--- src/rtl/pipelined_divider_if.sv ---
// Valid/ready bundle between a divider and its source/sink.
// DIV_ZERO_FLAG_EN adds the div_by_zero sideband.
interface pipelined_divider_if #(
  parameter int N = 4
);
  logic         in_valid;
  logic         in_ready;
  logic [N-1:0] dividend;
  logic [N-1:0] divisor;
  logic         out_valid;
  logic         out_ready;
  logic [N-1:0] quotient;
  logic [N-1:0] remainder;
`ifdef DIV_ZERO_FLAG_EN
  logic         div_by_zero;
`endif

  modport slave (
    input  in_valid,
    input  dividend,
    input  divisor,
    input  out_ready,
    output in_ready,
    output out_valid,
    output quotient,
`ifdef DIV_ZERO_FLAG_EN
    output div_by_zero,
`endif
    output remainder
  );

  modport master (
    output in_valid,
    output dividend,
    output divisor,
    output out_ready,
    input  in_ready,
    input  out_valid,
    input  quotient,
`ifdef DIV_ZERO_FLAG_EN
    input  div_by_zero,
`endif
    input  remainder
  );
endinterface

--- src/rtl/pipelined_divider.sv ---
// N-stage unsigned restoring divider, one quotient bit per stage.
// Optional DIV_ZERO_FLAG_EN pipes a divide-by-zero flag with each beat.
module pipelined_divider #(
  parameter int N = 4
) (
  input  logic             clk,
  input  logic             reset,
  pipelined_divider_if.slave bus
);

  logic         w_stall;

  logic         r_vld [1:N];
  logic [N-1:0] r_rem [1:N];
  logic [N-1:0] r_quo [1:N];
  logic [N-1:0] r_dvd [1:N-1];
  logic [N-1:0] r_dvs [1:N-1];

  logic         w_s_vld [0:N-1];
  logic [N-1:0] w_s_rem [0:N-1];
  logic [N-1:0] w_s_quo [0:N-1];
  logic [N-1:0] w_s_dvd [0:N-1];
  logic [N-1:0] w_s_dvs [0:N-1];

  logic         w_n_vld [1:N];
  logic [N-1:0] w_n_rem [1:N];
  logic [N-1:0] w_n_quo [1:N];
  logic [N-1:0] w_n_dvd [1:N-1];
  logic [N-1:0] w_n_dvs [1:N-1];

  logic [N:0]   w_rp [1:N];
  logic [N-1:0] w_df [1:N];
  logic         w_ge [1:N];

`ifdef DIV_ZERO_FLAG_EN
  logic         r_dz   [1:N];
  logic         w_s_dz [0:N-1];
  logic         w_n_dz [1:N];
`endif

  assign w_stall      = r_vld[N] & ~bus.out_ready;
  assign bus.in_ready = ~w_stall;

  // stage 0 is the input port; stages 1..N-1 feed the next stage
  always_comb begin
    w_s_vld[0] = bus.in_valid;
    w_s_rem[0] = '0;
    w_s_quo[0] = '0;
    w_s_dvd[0] = bus.dividend;
    w_s_dvs[0] = bus.divisor;
    for (int k = 1; k < N; k++) begin
      w_s_vld[k] = r_vld[k];
      w_s_rem[k] = r_rem[k];
      w_s_quo[k] = r_quo[k];
      w_s_dvd[k] = r_dvd[k];
      w_s_dvs[k] = r_dvs[k];
    end
  end

  always_comb begin
    for (int k = 1; k <= N; k++) begin
      w_rp[k] = {w_s_rem[k-1], w_s_dvd[k-1][N-1]};
      w_ge[k] = w_rp[k] >= {1'b0, w_s_dvs[k-1]};
      // true difference is < 2^N, so N-bit wrap is exact
      w_df[k] = w_rp[k][N-1:0] - w_s_dvs[k-1];
      w_n_vld[k] = w_s_vld[k-1];
      w_n_rem[k] = '0;
      w_n_quo[k] = '0;
      if (w_s_vld[k-1]) begin
        w_n_rem[k] = w_ge[k] ? w_df[k] : w_rp[k][N-1:0];
        w_n_quo[k] = {w_s_quo[k-1][N-2:0], w_ge[k]};
      end
    end
    for (int k = 1; k < N; k++) begin
      w_n_dvd[k] = '0;
      w_n_dvs[k] = '0;
      if (w_s_vld[k-1]) begin
        w_n_dvd[k] = {w_s_dvd[k-1][N-2:0], 1'b0};
        w_n_dvs[k] = w_s_dvs[k-1];
      end
    end
  end

  always_ff @(posedge clk or negedge reset) begin
    if (!reset) begin
      for (int k = 1; k <= N; k++) begin
        r_vld[k] <= 1'b0;
        r_rem[k] <= '0;
        r_quo[k] <= '0;
      end
      for (int k = 1; k < N; k++) begin
        r_dvd[k] <= '0;
        r_dvs[k] <= '0;
      end
    end else if (!w_stall) begin
      for (int k = 1; k <= N; k++) begin
        r_vld[k] <= w_n_vld[k];
        r_rem[k] <= w_n_rem[k];
        r_quo[k] <= w_n_quo[k];
      end
      for (int k = 1; k < N; k++) begin
        r_dvd[k] <= w_n_dvd[k];
        r_dvs[k] <= w_n_dvs[k];
      end
    end
  end

`ifdef DIV_ZERO_FLAG_EN
  always_comb begin
    w_s_dz[0] = (bus.divisor == '0);
    for (int k = 1; k < N; k++) begin
      w_s_dz[k] = r_dz[k];
    end
    for (int k = 1; k <= N; k++) begin
      w_n_dz[k] = w_s_vld[k-1] & w_s_dz[k-1];
    end
  end

  always_ff @(posedge clk or negedge reset) begin
    if (!reset) begin
      for (int k = 1; k <= N; k++) begin
        r_dz[k] <= 1'b0;
      end
    end else if (!w_stall) begin
      for (int k = 1; k <= N; k++) begin
        r_dz[k] <= w_n_dz[k];
      end
    end
  end

  assign bus.div_by_zero = r_dz[N];
`endif

  assign bus.out_valid = r_vld[N];
  assign bus.quotient  = r_quo[N];
  assign bus.remainder = r_rem[N];

endmodule
--- src/flat_wrapper.sv ---
// flat-port wrapper written by rule: the top's interface ports become plain ports
module pipelined_divider_flat 
#(
  parameter int N = 4
)
  (clk, reset, bus_in_valid, bus_dividend, bus_divisor, bus_out_ready, bus_in_ready, bus_out_valid, bus_quotient, bus_remainder);
  pipelined_divider_if #(.N(N)) bus_i ();
  input  logic clk;
  input  logic reset;
  input wire logic [$bits(bus_i.in_valid)-1:0] bus_in_valid;
  input wire logic [$bits(bus_i.dividend)-1:0] bus_dividend;
  input wire logic [$bits(bus_i.divisor)-1:0] bus_divisor;
  input wire logic [$bits(bus_i.out_ready)-1:0] bus_out_ready;
  output wire logic [$bits(bus_i.in_ready)-1:0] bus_in_ready;
  output wire logic [$bits(bus_i.out_valid)-1:0] bus_out_valid;
  output wire logic [$bits(bus_i.quotient)-1:0] bus_quotient;
  output wire logic [$bits(bus_i.remainder)-1:0] bus_remainder;
  assign bus_i.in_valid = bus_in_valid;
  assign bus_i.dividend = bus_dividend;
  assign bus_i.divisor = bus_divisor;
  assign bus_i.out_ready = bus_out_ready;
  assign bus_in_ready = bus_i.in_ready;
  assign bus_out_valid = bus_i.out_valid;
  assign bus_quotient = bus_i.quotient;
  assign bus_remainder = bus_i.remainder;
  pipelined_divider #(.N(N)) u_core (.clk(clk), .reset(reset), .bus(bus_i));
endmodule
--- config.mk ---
export PLATFORM = sky130hd
export DESIGN_NAME = pipelined_divider_flat
export DESIGN_NICKNAME = d
export VERILOG_FILES = /design/src/rtl/pipelined_divider_if.sv /design/src/rtl/pipelined_divider.sv /design/src/flat_wrapper.sv
export SDC_FILE = /design/constraint.sdc
export NUM_CORES = 1
export LEC_CHECK = 0
export BUFFER_PORTS_ARGS = -buffer_cell sky130_fd_sc_hd__buf_2
export CORE_ASPECT_RATIO = 1.1
export CORE_MARGIN = 10
export CORE_UTILIZATION = 60
export DETAILED_ROUTE_END_ITERATION = 10
export MAX_ROUTING_LAYER = met4
export PLACE_DENSITY_LB_ADDON = 0.08
export SYNTH_ARGS = -nofsm -noshare
export SYNTH_HDL_FRONTEND = slang
export SYNTH_SLANG_ARGS = --single-unit
--- constraint.sdc ---
create_clock -name clk -period 3.4 [get_ports clk]
set_input_delay 0.51 -clock clk [delete_from_list [all_inputs] [get_ports clk]]
set_output_delay 0.51 -clock clk [all_outputs]
set_load 0.1 [all_outputs]
== After elaboration in Yosys (flattened, before gate mapping) ==
Cells that the tools add are included.
Storage, ports and cells
  register bits: 54
  input bits: 12
  output and inout port bits: 10
  logic and storage cells: 47
Cells by class
  add/sub/neg operators: 4
  $lt $le $gt $ge: 4
  multiplexer cells: 18
  bitwise gates (word level): 3
Operators with widths (number)
  $mux W4: 15
  $ge A5 B4 Y1: 3
  $sub A4 B4 Y4: 3
  $ge A1 B4 Y1: 1
  $sub A1 B4 Y4: 1
  $mux W3: 1
  $mux W2: 1
  $not A1 Y1: 2
  $and A1 B1 Y1: 1
  $mux W1: 1

== Logic depth before layout (Yosys ltp) ==
Gate-level depths: netlist of run 1.
  depth after elaboration: 3
  gate-level depth with buffers: 8
  mapped depth without buffers: 8

== Least setup slack after synthesis of run 1 ==
OpenSTA, ideal clock, no wires.
  path type: reg2out
  from: register u_core.r_vld (netlist bit u_core.bus.out_valid)
  to: output bus_in_ready
  arrival: 2287 ps
  required time: 2890 ps
  path slack: 603 ps
  stages on the path, launching flop included: 5
  path buffers: 2
  path through: dfrtp_1 -> nor2b_1 -> clkbuf_1 -> inv_2 -> clkbuf_1
On the way
  longest elaborated chain between the ends: 2
RTL lines
  start, declared: RTL line pipelined_divider.sv:13  | logic r_vld [1:N];
  start signal, assigned by index: RTL line pipelined_divider.sv:97  | r_vld[k] <= w_n_vld[k];
  $and A1 B1 Y1: RTL line pipelined_divider.sv:41  | assign w_stall = r_vld[N] & ~bus.out_ready;
  $not A1 Y1: RTL line pipelined_divider.sv:42  | assign bus.in_ready = ~w_stall;
  end, declared: RTL line flat_wrapper.sv:14  | output wire logic [$bits(bus_i.in_ready)-1:0] bus_in_ready;
No other way between the ends.

== Worst setup path after layout of run 1 ==
Same ends and word-level chain as after synthesis.

==> metrics.csv, run 1 <==
metric;value;unit
path_clk_slew;0.09;ns
hpwl;3568;microns
cts-hold-fix-buffers;0;
syn-cell-area;2541;sq um
dr.pass1.iters;4;
crit_start;u_core.bus.out_valid$_DFFE_PN0N_;
grt_antenna_before_repair;0;
p_leak;1.353;nW
clockRootBuffer;clkbuf_8;
period_share;59.93;%
dp_slack;1.424;ns
synth_mux_area_share;5.170;%
first_iter_violations;120;
r2r-start;u_core.r_dvs[10]$_DFFE_PN0N_;
gp_congestion;0.8914;
powerDensity;868.2;nW/um^2
slowest_delay;0.48;ns
outcome;finished clean;
synth_commonest_cells;53 x nand2_1, 48 x dfrtp_1, 24 x nand3_1;
ant_nets;0;
drv_slew;0;
io_pins;22;
ys_warn_count;0;
vdd_drop_max;0.3801;mV
syn_inst;263;
fin_skew;0.006302;ns
rows;24;
instances_no_fill;327;
synth_area_leaders;dfrtp_1 47%, nand2_1 7.8%, ha_1 6.9%, nand3_1 4.7%, o21ai_0 2.8%;
synth_top_family_by_area;simple AND/OR/NAND/NOR gates;
cts_buffers;5;
layout-drive-gt1-share;19.27;%
wl_per_cell;14.96;microns
portBuffers;21;
seq_area_frac_synth;47.27;%
finalSetupTns;0;ns
antenna_cells;0;
rsz0062_at_grt;false;
track_usage;14.94;%
overflow;0;
crit_chain;nor2b_2 > inv_2 > buf_2;
max_freq;490.8;MHz
cts.sinks;48;
async_flop_share;100.0;%
synth_edf_count;0;
finalSetupViolCount;0;
finalHoldViolations;0;
critPathSlowestCell;buf_2;
synth_area_per_cell;9.662;sq um
wl;4893;microns
synthSimpleGateAreaFrac;18.27;%
synth_cell_types;36;
hold_slack;0.3936;ns
die_width;82.05;microns
regToRegSetupSlack;1.37;ns
synth_compound_area_share;11.03;%
period_minus_slack;2.038;ns
grt_pass1_wl;8286;microns
vias;1838;
synth.most_common_cell;nand2_1;
grt_max_degree;49;
worst_ep_required_time;2.89;ns
cap_violations;0;
hp-class;in2async;
slew_headroom;30.52;%
synth_fp_nets;292;
dp.cells;319;
area_delta_synth_final;7.632;%
yosys.area.top_type;dfrtp_1;
drc;0;
worstPathArrival;1.53;ns
grt_pass1_vias;1840;
cts_htree_levels;2;
viasPerCell;5.621;
cp-start-kind;register;
synth_seq_cells;48;
cp-end-kind;primary output;
dieArea;7241;sq um
cts_tree;yes;
post_cts_buffers;0;
finalNetCount;303;
synth_flop_cell;dfrtp_1;
setup_slack;1.362;ns
synth-xor-area-share;2.068;%
crit_type;reg2out;
start_util;63.15;%
synth.top_cell.area_share;47.27;%
synthAdderAreaFrac;9.257;%
insertion_delay;0.30;ns
worstMarginPinSlew;1.042;ns
cp_max_fo;15;
cp_top_family;buffers and inverters;
clock_path_buffers;2;
ctsResizeCount;0;
die_y;88.26;microns
crit_buf_inv;2;
core;4024;sq um
## flip-flops by register name, summed over array words and instances, names as in the netlist
register,cells
u_core.r_dvd,6
u_core.r_dvs,12
u_core.bus.remainder,4
u_core.r_rem,12
u_core.r_quo,6
u_core.r_vld,3
u_core.bus.quotient,4
u_core.bus.out_valid,1
## where the power goes
part | switching, W | internal [W] | total (W)
registers | 0.000103 | 0.000706 | 0.000809
logic | 0.000751 | 0.000410 | 0.00116
clock network | 0.000186 | 0.000218 | 0.000404
## layout make-up
type	count	area, sq um
fillers	323	1289
well taps	52	65.06
repair buffers	23	120.1
multi-input cells	176	1166
clock buffers	6	72.57
flip-flops and latches	48	1201
clock inverters	2	35.03
inverters	20	75.07
## final timing paths
check	to	cells past startpoint
worst max-delay path	bus_in_ready	3
worst min-delay path	u_core.r_rem[7]$_DFFE_PN0N_	1
worst max register to register	u_core.r_rem[8]$_DFFE_PN0N_	7
worst min register to register	u_core.bus.quotient[2]$_DFFE_PN0N_	2
max in group asynchronous	u_core.r_dvd[6]$_DFFE_PN0N_	1
min in group clk	u_core.r_dvd[11]$_DFFE_PN0N_	3
## metrics by stage
stage	instance area (sq um)	utilization (%)	total power [W]
after floorplan	2541	-	0.001807
after global placement	2628	65.30	0.001967
after detailed placement	2628	65.30	0.001987
after CTS	2735	67.97	0.002392
after global routing	2735	67.97	0.002534
final	2735	67.97	0.002375
## worst reg2reg max path, delay by kind of cell, from the launching register on
kind / cells / cell delay, ns
adder cells (fa/ha/maj): 1 / 0.35
flip-flops: 1 / 0.36
multiplexers: 1 / 0.33
AO/OA/AOI/OAI: 2 / 0.48
buffers and inverters: 1 / 0.06
AND/OR/NAND/NOR: 2 / 0.38
## layer usage
metal | wire, microns | share of wire, % | GRT usage (%) | up-vias
met5 | 0 | 0 | - | -
met4 | 117 | 2.4 | 6.192 | 0
met3 | 274 | 5.6 | 2.637 | 14
met2 | 2478 | 51 | 24.82 | 54
met1 | 2022 | 41 | 17.38 | 873
li1 | - | - | - | 897
## cells in the final DEF (no fill, tap or decap), types with 2 or more instances in the layout
cell type   n
nand2_1    53
a21oi_1     4
a221o_1     2
buf_4       2
o31ai_1     3
or4_1       2
o21ai_0    14
fa_1        3
o21ai_1     8
inv_1      18
nor2_1      2
buf_2      21
or2_2       2
clkbuf_8    5
mux2_4      4
or2_1       2
nor2_2      3
ha_1       14
o21ai_2     2
xnor2_1     3
nand3b_1    2
nor3_1      3
dfrtp_1    48
o22ai_2     2
a211oi_2    2
inv_2       2
mux2i_1     6
nand2b_1    4
xor2_1      3
nand3_1    24
a21oi_2     3
## cells by family after synthesis
kind of cell / Yosys count
AND/OR/NAND/NOR: 100
flip-flops: 48
AO/OA/AOI/OAI: 42
buffers and inverters: 39
adder cells (fa/ha/maj): 17
multiplexers: 11
XOR/XNOR: 6
Power figures use the tool's default switching activity.
==> inputs of run 2 (changes only) <==
--- a/config.mk
+++ b/config.mk
@@ -8,7 +8,7 @@
 export BUFFER_PORTS_ARGS = -buffer_cell sky130_fd_sc_hd__buf_2
 export CORE_ASPECT_RATIO = 1.1
 export CORE_MARGIN = 10
-export CORE_UTILIZATION = 60
+export CORE_UTILIZATION = 59
 export DETAILED_ROUTE_END_ITERATION = 10
 export MAX_ROUTING_LAYER = met4
 export PLACE_DENSITY_LB_ADDON = 0.08
==> constraint.sdc (replaced) <==
create_clock -name clk -period 2.1 [get_ports clk]
set_input_delay 0.315 -clock clk [delete_from_list [all_inputs] [get_ports clk]]
set_output_delay 0.315 -clock clk [all_outputs]
set_load 0.1 [all_outputs]
==> metrics.csv, run 2 (synthesis gave the netlist of run 1 again) <==
metric;value;unit;change
outcome;finished clean;;
finalNetCount;305;;+0.66%
worstPathArrival;2.17;ns;+0.64 ns
crit_start;u_core.r_dvs[1]$_DFFE_PN0N_;;
cts-hold-fix-buffers;0;;unchanged
dp_slack;0.1697;ns;-1.255 ns
crit_type;reg2reg;;
finalHoldViolations;0;;unchanged
drc;0;;unchanged
die_width;82.58;microns;+0.64%
dr.pass1.iters;5;;+1
worst_ep_required_time;2.33;ns;-0.56 ns
n_fill_cell;348;;+7.7%
die_y;88.83;microns;+0.65%
ctsResizeCount;0;;unchanged
slew_headroom;60.78;%;+30 points
portBuffers;21;;unchanged
clockRootBuffer;clkbuf_8;;
reg2reg_to;u_core.bus.remainder[1]$_DFFE_PN0N_;;
cp_max_fo;4;;-11
wl;4891;microns;about the same
vias;1805;;-1.8%
cts_tree;yes;;
wl_per_cell;14.87;microns;-0.65%
rows;24;;unchanged
cts.sinks;48;;unchanged
cts_htree_levels;2;;unchanged
gp_congestion;0.8813;;-1.1%
powerDensity;1382;nW/um^2;+59%
layout-drive-gt1-share;20.22;%;+0.94 points
hpwl;3681;microns;+3.2%
multi_input_area;1166;sq um;unchanged
vdd_drop_max;0.4914;mV;+29%
insertion_delay;0.30;ns;about the same
track_usage;15.10;%;+0.16 points
grt_pass1_vias;1855;;+0.82%
finalSetupTns;0;ns;unchanged
reg_top3;u_core.r_dvs: 12 flops, u_core.r_rem: 12 flops;;
overflow;0;;unchanged
fin_area;2753;sq um;+0.64%
viasPerCell;5.486;;-2.4%
crit_end;u_core.bus.remainder[1]$_DFFE_PN0N_;;
worstMarginPinSlew;0.5883;ns;-0.4539 ns
grt_max_degree;49;;unchanged
clock_path_buffers;2;;unchanged
setup_slack;0.1606;ns;-1.202 ns
hp-class;in2async;;
place_area;2659;sq um;+1.2%
post_cts_buffers;0;;unchanged
core;4054;sq um;+0.75%
cap_violations;0;;unchanged
cts_buffers;5;;unchanged
grt_pass1_wl;8452;microns;+2.0%
cp-start-kind;register;;
period_minus_slack;1.939;ns;
start_util;62.69;%;-0.47 points
drv_slew;0;;unchanged
dp.cells;321;;+0.63%
dieArea;7335;sq um;+1.3%
instances_no_fill;329;;+0.61%
r2r-start;u_core.r_dvs[1]$_DFFE_PN0N_;;
max_freq;515.6;MHz;
path_clk_slew;0.09;ns;about the same
final_common_cell;nand2_1;;
antenna_cells;0;;unchanged
cp-end-kind;register;;
first_iter_violations;64;;-47%
finalSetupViolCount;0;;unchanged
rsz0062_at_grt;false;;
reg2reg_depth;7;;unchanged
ant_nets;0;;unchanged
area_delta_synth_final;8.321;%;
period_share;92.35;%;
io_pins;22;;unchanged
final_util;67.90;%;-0.071 points
final_cell_mix;53 x nand2_1, 47 x dfrtp_1, 24 x nand3_1, 20 x buf_2, 18 x inv_1;;
final-seq-area;1202;sq um;+0.10%
p_leak;1.357;nW;+0.33%
grt_antenna_before_repair;0;;unchanged
regToRegSetupSlack;0.16;ns;-1.21 ns
fin_skew;0.007121;ns;+0.0008185 ns
[run 2: final cells by class]
class,instances,area share [%]
clock inverters,1,0.2727
flip-flops and latches,48,43.68
inverters,20,2.727
multi-input cells,176,42.36
clock buffers,7,3.136
well taps,52,2.364
repair buffers,25,5.455
[run 2: worst min path at each step]
stage                                             startpoint                                   to  depth (start not counted)
after floorplan                                        reset     u_core.bus.out_valid$_DFFE_PN0N_                          0
after global placement    u_core.bus.quotient[2]$_DFFE_PN0N_   u_core.bus.quotient[2]$_DFFE_PN0N_                          2
after detailed placement                               reset   u_core.bus.quotient[1]$_DFFE_PN0N_                          2
after CTS                                              reset  u_core.bus.remainder[3]$_DFFE_PN0N_                          2
after global routing                                   reset  u_core.bus.remainder[0]$_DFFE_PN0N_                          2
final                                                  reset  u_core.bus.remainder[3]$_DFFE_PN0N_                          2
[run 2: power by group]
group | internal (W) | total (W) | switching (W)
Sequential | 0.00115 | 0.00132 | 0.000173
Clock | 0.000268 | 0.000562 | 0.000294
Combinational | 0.000691 | 0.00192 | 0.00123
Total | 0.00210 | 0.00380 | 0.00170
[run 2: layer usage]
layer	vias to the layer above	routed length (microns)	global-route usage [%]
met5	-	0	-
met4	0	65	4.110
met3	10	194	3.144
met2	33	2605	27.03
met1	862	2025	16.41
li1	900	-	-
[run 2: metrics by stage]
step | hold WS (ns) | power [W]
after global routing | 0.1519 | 0.004087
final | 0.1045 | 0.003804
after detailed placement | 0.4460 | 0.003271
after CTS | 0.1249 | 0.003833
after global placement | 0.4444 | 0.003211
after floorplan | 0.01941 | 0.002929
[run 2: worst max-delay path: stages, from the launching register on]
cell     delay (ns)
dfrtp_1        0.38
inv_1          0.07
ha_1           0.21
or4_4          0.53
a21oi_2        0.16
nor2_2         0.10
mux2_4         0.31
o21ai_2        0.11
